**config.mk**
```make
export PLATFORM = sky130hd
export DESIGN_NAME = addsub_arbiter
export DESIGN_NICKNAME = d
export VERILOG_FILES = /design/src/rtl/addsub_pkg.sv /design/src/rtl/addsub_unit.sv /design/src/rtl/addsub_arbiter.sv
export SDC_FILE = /design/constraint.sdc
export NUM_CORES = 1
export LEC_CHECK = 0
export ABC_AREA = 1
export CORE_MARGIN = 8
export CORE_UTILIZATION = 49
export DETAILED_ROUTE_END_ITERATION = 16
export PLACE_DENSITY = 0.89
export RECOVER_POWER = 50
export SYNTH_ARGS = -nofsm -noshare
export SYNTH_HDL_FRONTEND = slang
export SYNTH_SLANG_ARGS = --single-unit
```
**constraint.sdc**
```tcl
create_clock -name clock -period 2.8 [get_ports clock]
set_input_delay 0.56 -clock clock [delete_from_list [all_inputs] [get_ports clock]]
set_output_delay 0.56 -clock clock [all_outputs]
set_load 0.01 [all_outputs]
```
**src/rtl/addsub_pkg.sv**
```systemverilog
// addsub_pkg: shared FSM state encoding and operation mode constants
package addsub_pkg;
  typedef enum logic [1:0] {IDLE, EXEC, RESP} state_t;
  localparam logic MODE_ADD = 1'b0;
  localparam logic MODE_SUB = 1'b1;
endpackage

```
**src/rtl/addsub_unit.sv**
```systemverilog
// addsub_unit: combinational W-bit add/subtract, flag = carry (add) or no-borrow (sub)
// Ports: a, b operands; mode 0 = a + b, 1 = a - b; sum low W bits; flag bit W
module addsub_unit #(
  parameter int W = 3
) (
  input  logic [W-1:0] a,
  input  logic [W-1:0] b,
  input  logic         mode,
  output logic [W-1:0] sum,
  output logic         flag
);
  // subtract as a + ~b + 1 so one adder serves both modes
  assign {flag, sum} = {1'b0, a} + {1'b0, b ^ {W{mode}}} + (W+1)'(mode);
endmodule

```
**src/rtl/addsub_arbiter.sv**
```systemverilog
// addsub_arbiter: two-requester round-robin front end for one shared add/sub unit
// Ports: clock, reset (async active-low); req_valid/req_ready, req_a0/req_b0/req_a1/req_b1,
//        req_mode per requester; rsp_valid/rsp_ready per requester; rsp_sum/rsp_flag shared
//        registered result; busy when not IDLE; op_count completed operations (wraps)
module addsub_arbiter
  import addsub_pkg::*;
#(
  parameter int W = 3
) (
  input  logic         clock,
  input  logic         reset,
  input  logic [1:0]   req_valid,
  output logic [1:0]   req_ready,
  input  logic [W-1:0] req_a0,
  input  logic [W-1:0] req_a1,
  input  logic [W-1:0] req_b0,
  input  logic [W-1:0] req_b1,
  input  logic [1:0]   req_mode,
  output logic [1:0]   rsp_valid,
  input  logic [1:0]   rsp_ready,
  output logic [W-1:0] rsp_sum,
  output logic         rsp_flag,
  output logic         busy,
  output logic [7:0]   op_count
);
  state_t state, nxt;
  logic ptr, owner, gnt, acc, done, mode_q, flag_d;
  logic [W-1:0] a_q, b_q, sum_d;
  // pointer only matters on a tie; a lone requester always wins
  assign gnt  = &req_valid ? ptr : req_valid[1];
  assign acc  = state == IDLE && |req_valid;
  assign done = state == RESP && rsp_ready[owner];
  always_comb begin
    nxt       = acc ? EXEC : state == EXEC ? RESP : (state == RESP && !done) ? RESP : IDLE;
    req_ready = acc ? (gnt ? 2'b10 : 2'b01) : 2'b00;
    rsp_valid = state == RESP ? (owner ? 2'b10 : 2'b01) : 2'b00;
    busy      = state != IDLE;
  end
  always_ff @(posedge clock or negedge reset)
    if (!reset) state <= IDLE;
    else state <= nxt;
  addsub_unit #(.W(W)) u_unit (
    .a(a_q), .b(b_q), .mode(mode_q), .sum(sum_d), .flag(flag_d)
  );
  always_ff @(posedge clock or negedge reset)
    if (!reset) begin
      ptr      <= 1'b0;
      owner    <= 1'b0;
      a_q      <= '0;
      b_q      <= '0;
      mode_q   <= MODE_ADD;
      rsp_sum  <= '0;
      rsp_flag <= 1'b0;
      op_count <= 8'd0;
    end else begin
      if (acc) begin
        owner  <= gnt;
        a_q    <= gnt ? req_a1 : req_a0;
        b_q    <= gnt ? req_b1 : req_b0;
        mode_q <= req_mode[gnt];
      end
      if (state == EXEC) begin
        rsp_sum  <= sum_d;
        rsp_flag <= flag_d;
      end
      if (done) begin
        ptr      <= ~owner;
        op_count <= op_count + 8'd1;
      end
    end
endmodule

```
---- After elaboration in Yosys (flattened, before gate mapping) ----
Index checks and enable logic that the tools add are counted.
word-level totals
  flip-flop bits (word level) ............. 23
  latch bits .............................. 0
  bits in writable memories ............... 0
  memory bits (read-only) ................. 0
  bits of input ports ..................... 20
  output and inout bits ................... 17
  word-level logic and storage cells ...... 40
  memories kept ........................... 0
cells by class
  add/sub/neg operators ................... 3
  multiply operators ...................... 0
  divide/modulo/power cells ............... 0
  magnitude comparators ................... 2
  eq/ne operators ......................... 2
  shift-type cells ........................ 0
  multiplexer cells ....................... 14
  bitwise operators ....................... 2
  reductions and logical operators ........ 8
operators by type and width
  operator                                              number
  2-to-1 mux 2 bit                                      7
  adder 8 x 1 -> 8 bit (second input constant)          1
  2-to-1 mux 3 bit                                      2
  2-to-1 mux 1 bit                                      5
  adder 3 x 3 -> 4 bit                                  1
  adder 4 x 1 -> 4 bit                                  1
  < comparator 1 x 2 -> 1 bit (second input constant)   2
  logical AND 1 bit                                     3
  XOR 3 bit                                             1
  equality test 2 x 1 -> 1 bit (second input constant)  1
  equality test 2 bit (second input constant)           1
  logical NOT 2 bit                                     1
  AND reduction 2 bit                                   1
  nonzero test 2 bit                                    1
  OR reduction 2 bit                                    1
  logical NOT 1 bit                                     1
  NOT 1 bit                                             1

---- Depth between registers and ports, before layout ----
  depth after elaboration ................. 8
  mapped depth ............................ 7
  gate-level depth less buffers ........... 7

---- Modules after synthesis ----
From an unflattened synthesis, not the netlist that was laid out.
unflattened totals
  cells, all modules ...................... 145
  area, all modules ....................... 1249.9 µm²
by module, submodules not included
  module          times used  cells an instance  area an instance (µm²)  sequential area each (µm²)
  addsub_arbiter  1           126                1122.3                  575.6
  addsub_unit     1           19                 127.6                   0.0

---- Worst setup path after synthesis ----
No wires, ideal clock.
  path type ............................... input -> output
  start point ............................. input req_valid[1]
  end point ............................... output req_ready[0]
  arrival ................................. 966 ps
  data required time ...................... 2240 ps
  setup slack ............................. 1274 ps
  cell stages on the path ................. 2
  buffers on the path ..................... 0
  cells stage by stage .................... o21ai_2 nor2_4
on the way
  word-level cells in the longest chain between the ends .. 4
  elaborated cells between the ends (all ways) .. 6
  those cells by class .................... mux (3); reduce/logical (3)
RTL lines
  item                  RTL line              source
  start, declared       addsub_arbiter.sv:12  input logic [1:0] req_valid,
  AND reduction 2 bit   addsub_arbiter.sv:30  assign gnt = &req_valid ? ptr : req_valid[1];
  2-to-1 mux 1 bit      addsub_arbiter.sv:30
  2-to-1 mux 2 bit      addsub_arbiter.sv:35  req_ready = acc ? (gnt ? 2'b10 : 2'b01) : 2'b00;
  2-to-1 mux 2 bit (*)  addsub_arbiter.sv:35
  end, declared         addsub_arbiter.sv:13  output logic [1:0] req_ready,
Mark *: on every way between the ends. The rest lies on a longest branch, timed or not.

---- Final worst setup path ----
  start point ............................. input req_valid[0]
  end point ............................... output req_ready[0]
The elaborated chain is that of the path after synthesis.

==> flow_results.org <==
** Power and ir drop
- Total power for the finished layout comes to 1.56 mW.
- Peak supply drop :: 617 uV
- Power density cells :: 969 nW/um^2
- Leakage power :: 0.766 nW

** Placed design
- Detailed placement ended at an HPWL of 2270 um.
- Final weighted congestion of routability-driven global placement :: 0.772
- Cell total after placement :: 215
- Once placement finished, the instance area stood at 1600 sq um.
- The count of buffers added on input and output ports is 36.

** STA
- In this run the tightest slew margin relative to its limit is 17.9%.
- The count of final max-slew check failures was 0.
- At the pin with the least slew margin, the transition time is 1230 ps.
- Setup violations remaining at the end of the flow were counted as 0.
- The worst path needs 2640 ps of the cycle, external delays included.
- The final critical path takes up 94.5% of the cycle.
- Between clock sinks in the finished design, the worst skew comes to 0.880 ps.
- Worst Hold Margin :: 493 ps
- Number of failing hold endpoints at the final stage :: 0
- Setup repair after global routing left no endpoint under its margin.
- Setup_tns :: 0 ps
- Highest attainable clock frequency :: 378 MHz

** Synth
- Count of synthesis-stage warnings from yosys :: 0
- After synthesis, flip-flops and latches occupy 48.3% of the total area.
- The synthesized design contains 23 register bits.
- Synthesis produced 148 cells.
- Each instance of the synthesized netlist takes up on average 8.05 sq um.
- The netlist uses 20 different library cells.
- Cell area after synthesis :: 1190 sq um
- Synthesized Nets :: 172

** Min path
- Class of the worst hold path :: reg2reg

** Final layout
- For this run, the number of standard cells in the final layout without fillers is 219.
- The area growth from synthesis to layout is 35.0%.
- Antenna diode count :: 0
- Layout cells sized above 1 :: 3.17%
- Total non-filler cell area in the finished layout :: 1610 sq um
- The net count of the finished layout is 214.

** Global routing
- Total routing usage reported by global routing :: 14.1%
- Maximum number of pins on one net before global-route repair :: 24
- Total global routing overflow :: 0
- Wire length of the first global-routing pass :: 4890 um
- The number of global-route vias before repair came to 1158.
- The initial antenna violation count was 0.

** Worst setup path
- The worst setup path is of the in2out kind.
- Critical path required time :: 2240 ps
- In this run the worst path has a maximum fanout of 8.
- The worst setup path is captured at an output port.
- Data arrives at the worst endpoint at 2080 ps.
- STA classifies the critical path startpoint as a primary input.

** Clock network
- In this run the number of H-tree levels came out at 1.
- Number of buffers created by CTS :: 3
- Clock tree from TritonCTS :: built
- Buffer cell driving the clock tree root :: clkbuf_4
- Number of instances resized during post-cts repair :: 0
- Buffers inserted by post-CTS timing repair :: 0
- Counting every sink on the clock net gives 23.
- The later pin in the worst-skew pair is clocked with a latency of 310 ps.
- Clock transition time at the flip-flop clock pins of the worst setup and hold paths :: 120 ps
- The clock passes through at most 2 buffers.
- Buffers inserted to repair hold after CTS numbered 0.

** Drt
- Wire length per cell :: 12.6 um
- The routed design has 2760 um of wire.
- After the first detailed-routing iteration, the DRC count stood at 60.
- Detailed-router iteration count before antenna repair :: 4
- In this run the remaining antenna-violating nets after routing total 0.
- In the routed design, unresolved DRC markers number 0.
- The routed layout has 1072 vias.
- Via density :: 4.89

** Job
- Max cap viols :: 0

** Floorplanning
- Placeable core region :: 2390 sq um
- Die Y :: 65.3 um
- Ports placed on the boundary :: 37
- Initial core utilization :: 49.9%
- The floorplan step defined a die boundary enclosing 4260 sq um.
- Width of the die :: 65.3 um
- # rows :: 18

** Outcome
- The run finished with clean final reports.
[Yosys cell counts, drive strengths merged]
master / n / area [sq um]
inv: 14 / 52.6
nor2: 11 / 56.3
nand3: 11 / 55.1
nor3: 1 / 5.00
a21oi: 2 / 21.3
and2: 1 / 6.26
o21bai: 1 / 7.51
dfrtp: 23 / 576
o21ai: 5 / 28.8
nand2: 65 / 244
xor2: 5 / 43.8
nand3b: 1 / 7.51
a31oi: 1 / 6.26
fa: 1 / 20.0
nand4: 1 / 6.26
ha: 3 / 37.5
xnor2: 2 / 17.5
[final timing paths]
path | slack (ps) | from | end | cells past startpoint
worst min register to register | 490 | rsp_flag | rsp_flag | 2
worst min-delay path | 490 | rsp_flag | rsp_flag | 2
worst max-delay path | 160 | req_valid[0] | req_ready[0] | 6
min in group asynchronous | 1020 | reset | op_count[7] | 2
max in group asynchronous | 1060 | reset | op_count[3] | 2
worst max register to register | 1240 | owner | op_count[6] | 6
[registers in the layout, indices dropped and copies added, names as in the netlist]
register,flops
rsp_flag,1
owner,1
a_q,3
rsp_sum,3
ptr,1
b_q,3
op_count,8
mode_q,1
state,2
[logic make-up (layout without fill, tap and decap cells)]
family | count (synthesis) | count (layout) | share of synthesized area, %
adders and majority gates | 4 | 4 | 4.83
DFF | 23 | 23 | 48.3
and+or+nand+nor | 91 | 91 | 31.9
buffers and inverters | 14 | 55 | 4.41
AOI/OAI and AO/OA | 9 | 9 | 5.36
xor gates and xnor gates | 7 | 7 | 5.15
[through the flow]
stage | setup WS [ps] | util, %
6_report | 155 | 67.3
5_1_grt | 65.0 | 67.3
2_1_floorplan | 1270 | -
3_3_place_gp | 199 | 66.9
4_1_cts | 137 | 68.0
3_5_place_dp | 144 | 66.9
[cell usage in the layout (no fill, tap or decap)]
| cell type | Yosys | final |
|---|---|---|
| nand3_1 | 11 | 11 |
| a31oi_1 | 1 | 1 |
| nand3b_1 | 1 | 1 |
| nand4_1 | 1 | 1 |
| nor2_1 | 9 | 9 |
| a21oi_1 | 1 | 2 |
| dfrtp_1 | 23 | 23 |
| clkbuf_4 | 0 | 3 |
| clkbuf_1 | 0 | 2 |
| o21bai_1 | 1 | 1 |
| nor2_4 | 2 | 2 |
| clkdlybuf4s50_1 | 0 | 34 |
| nand2_1 | 65 | 65 |
| fa_1 | 1 | 1 |
| dlygate4sd3_1 | 0 | 2 |
| ha_1 | 3 | 3 |
| o21ai_2 | 1 | 1 |
| inv_1 | 14 | 14 |
| xor2_1 | 5 | 5 |
| xnor2_1 | 2 | 2 |
| and2_1 | 1 | 1 |
| o21ai_0 | 4 | 4 |
| nor3_1 | 1 | 1 |
[power by group]
part | total, mW | switching [mW] | internal [mW]
Sequential | 0.580 | 0.114 | 0.466
Clock | 0.151 | 0.0955 | 0.0557
Combinational | 0.827 | 0.437 | 0.390
[final cells by class]
class                      count  area (sq um)
clock buffer                   4          26.3
fill                         208           779
inverter                      14          52.6
multi-input combinational    111           552
sequential                    23           576
tap                           30          37.5
timing repair buffer          37           364
[layer usage]
metal / GRT usage (%) / wire length (um)
met5: 0 / 0
met4: 3.27 / 24
met3: 4.76 / 204
met2: 26.9 / 1430
met1: 14.2 / 1100
[worst max-delay path, cell delays in order]
cell,delay [ps]
clkdlybuf4s50_1,500
nand2_1,70
nand2_1,120
inv_1,90
nor2_4,170
clkdlybuf4s50_1,570
No activity file was read; power rests on OpenSTA's default activity.
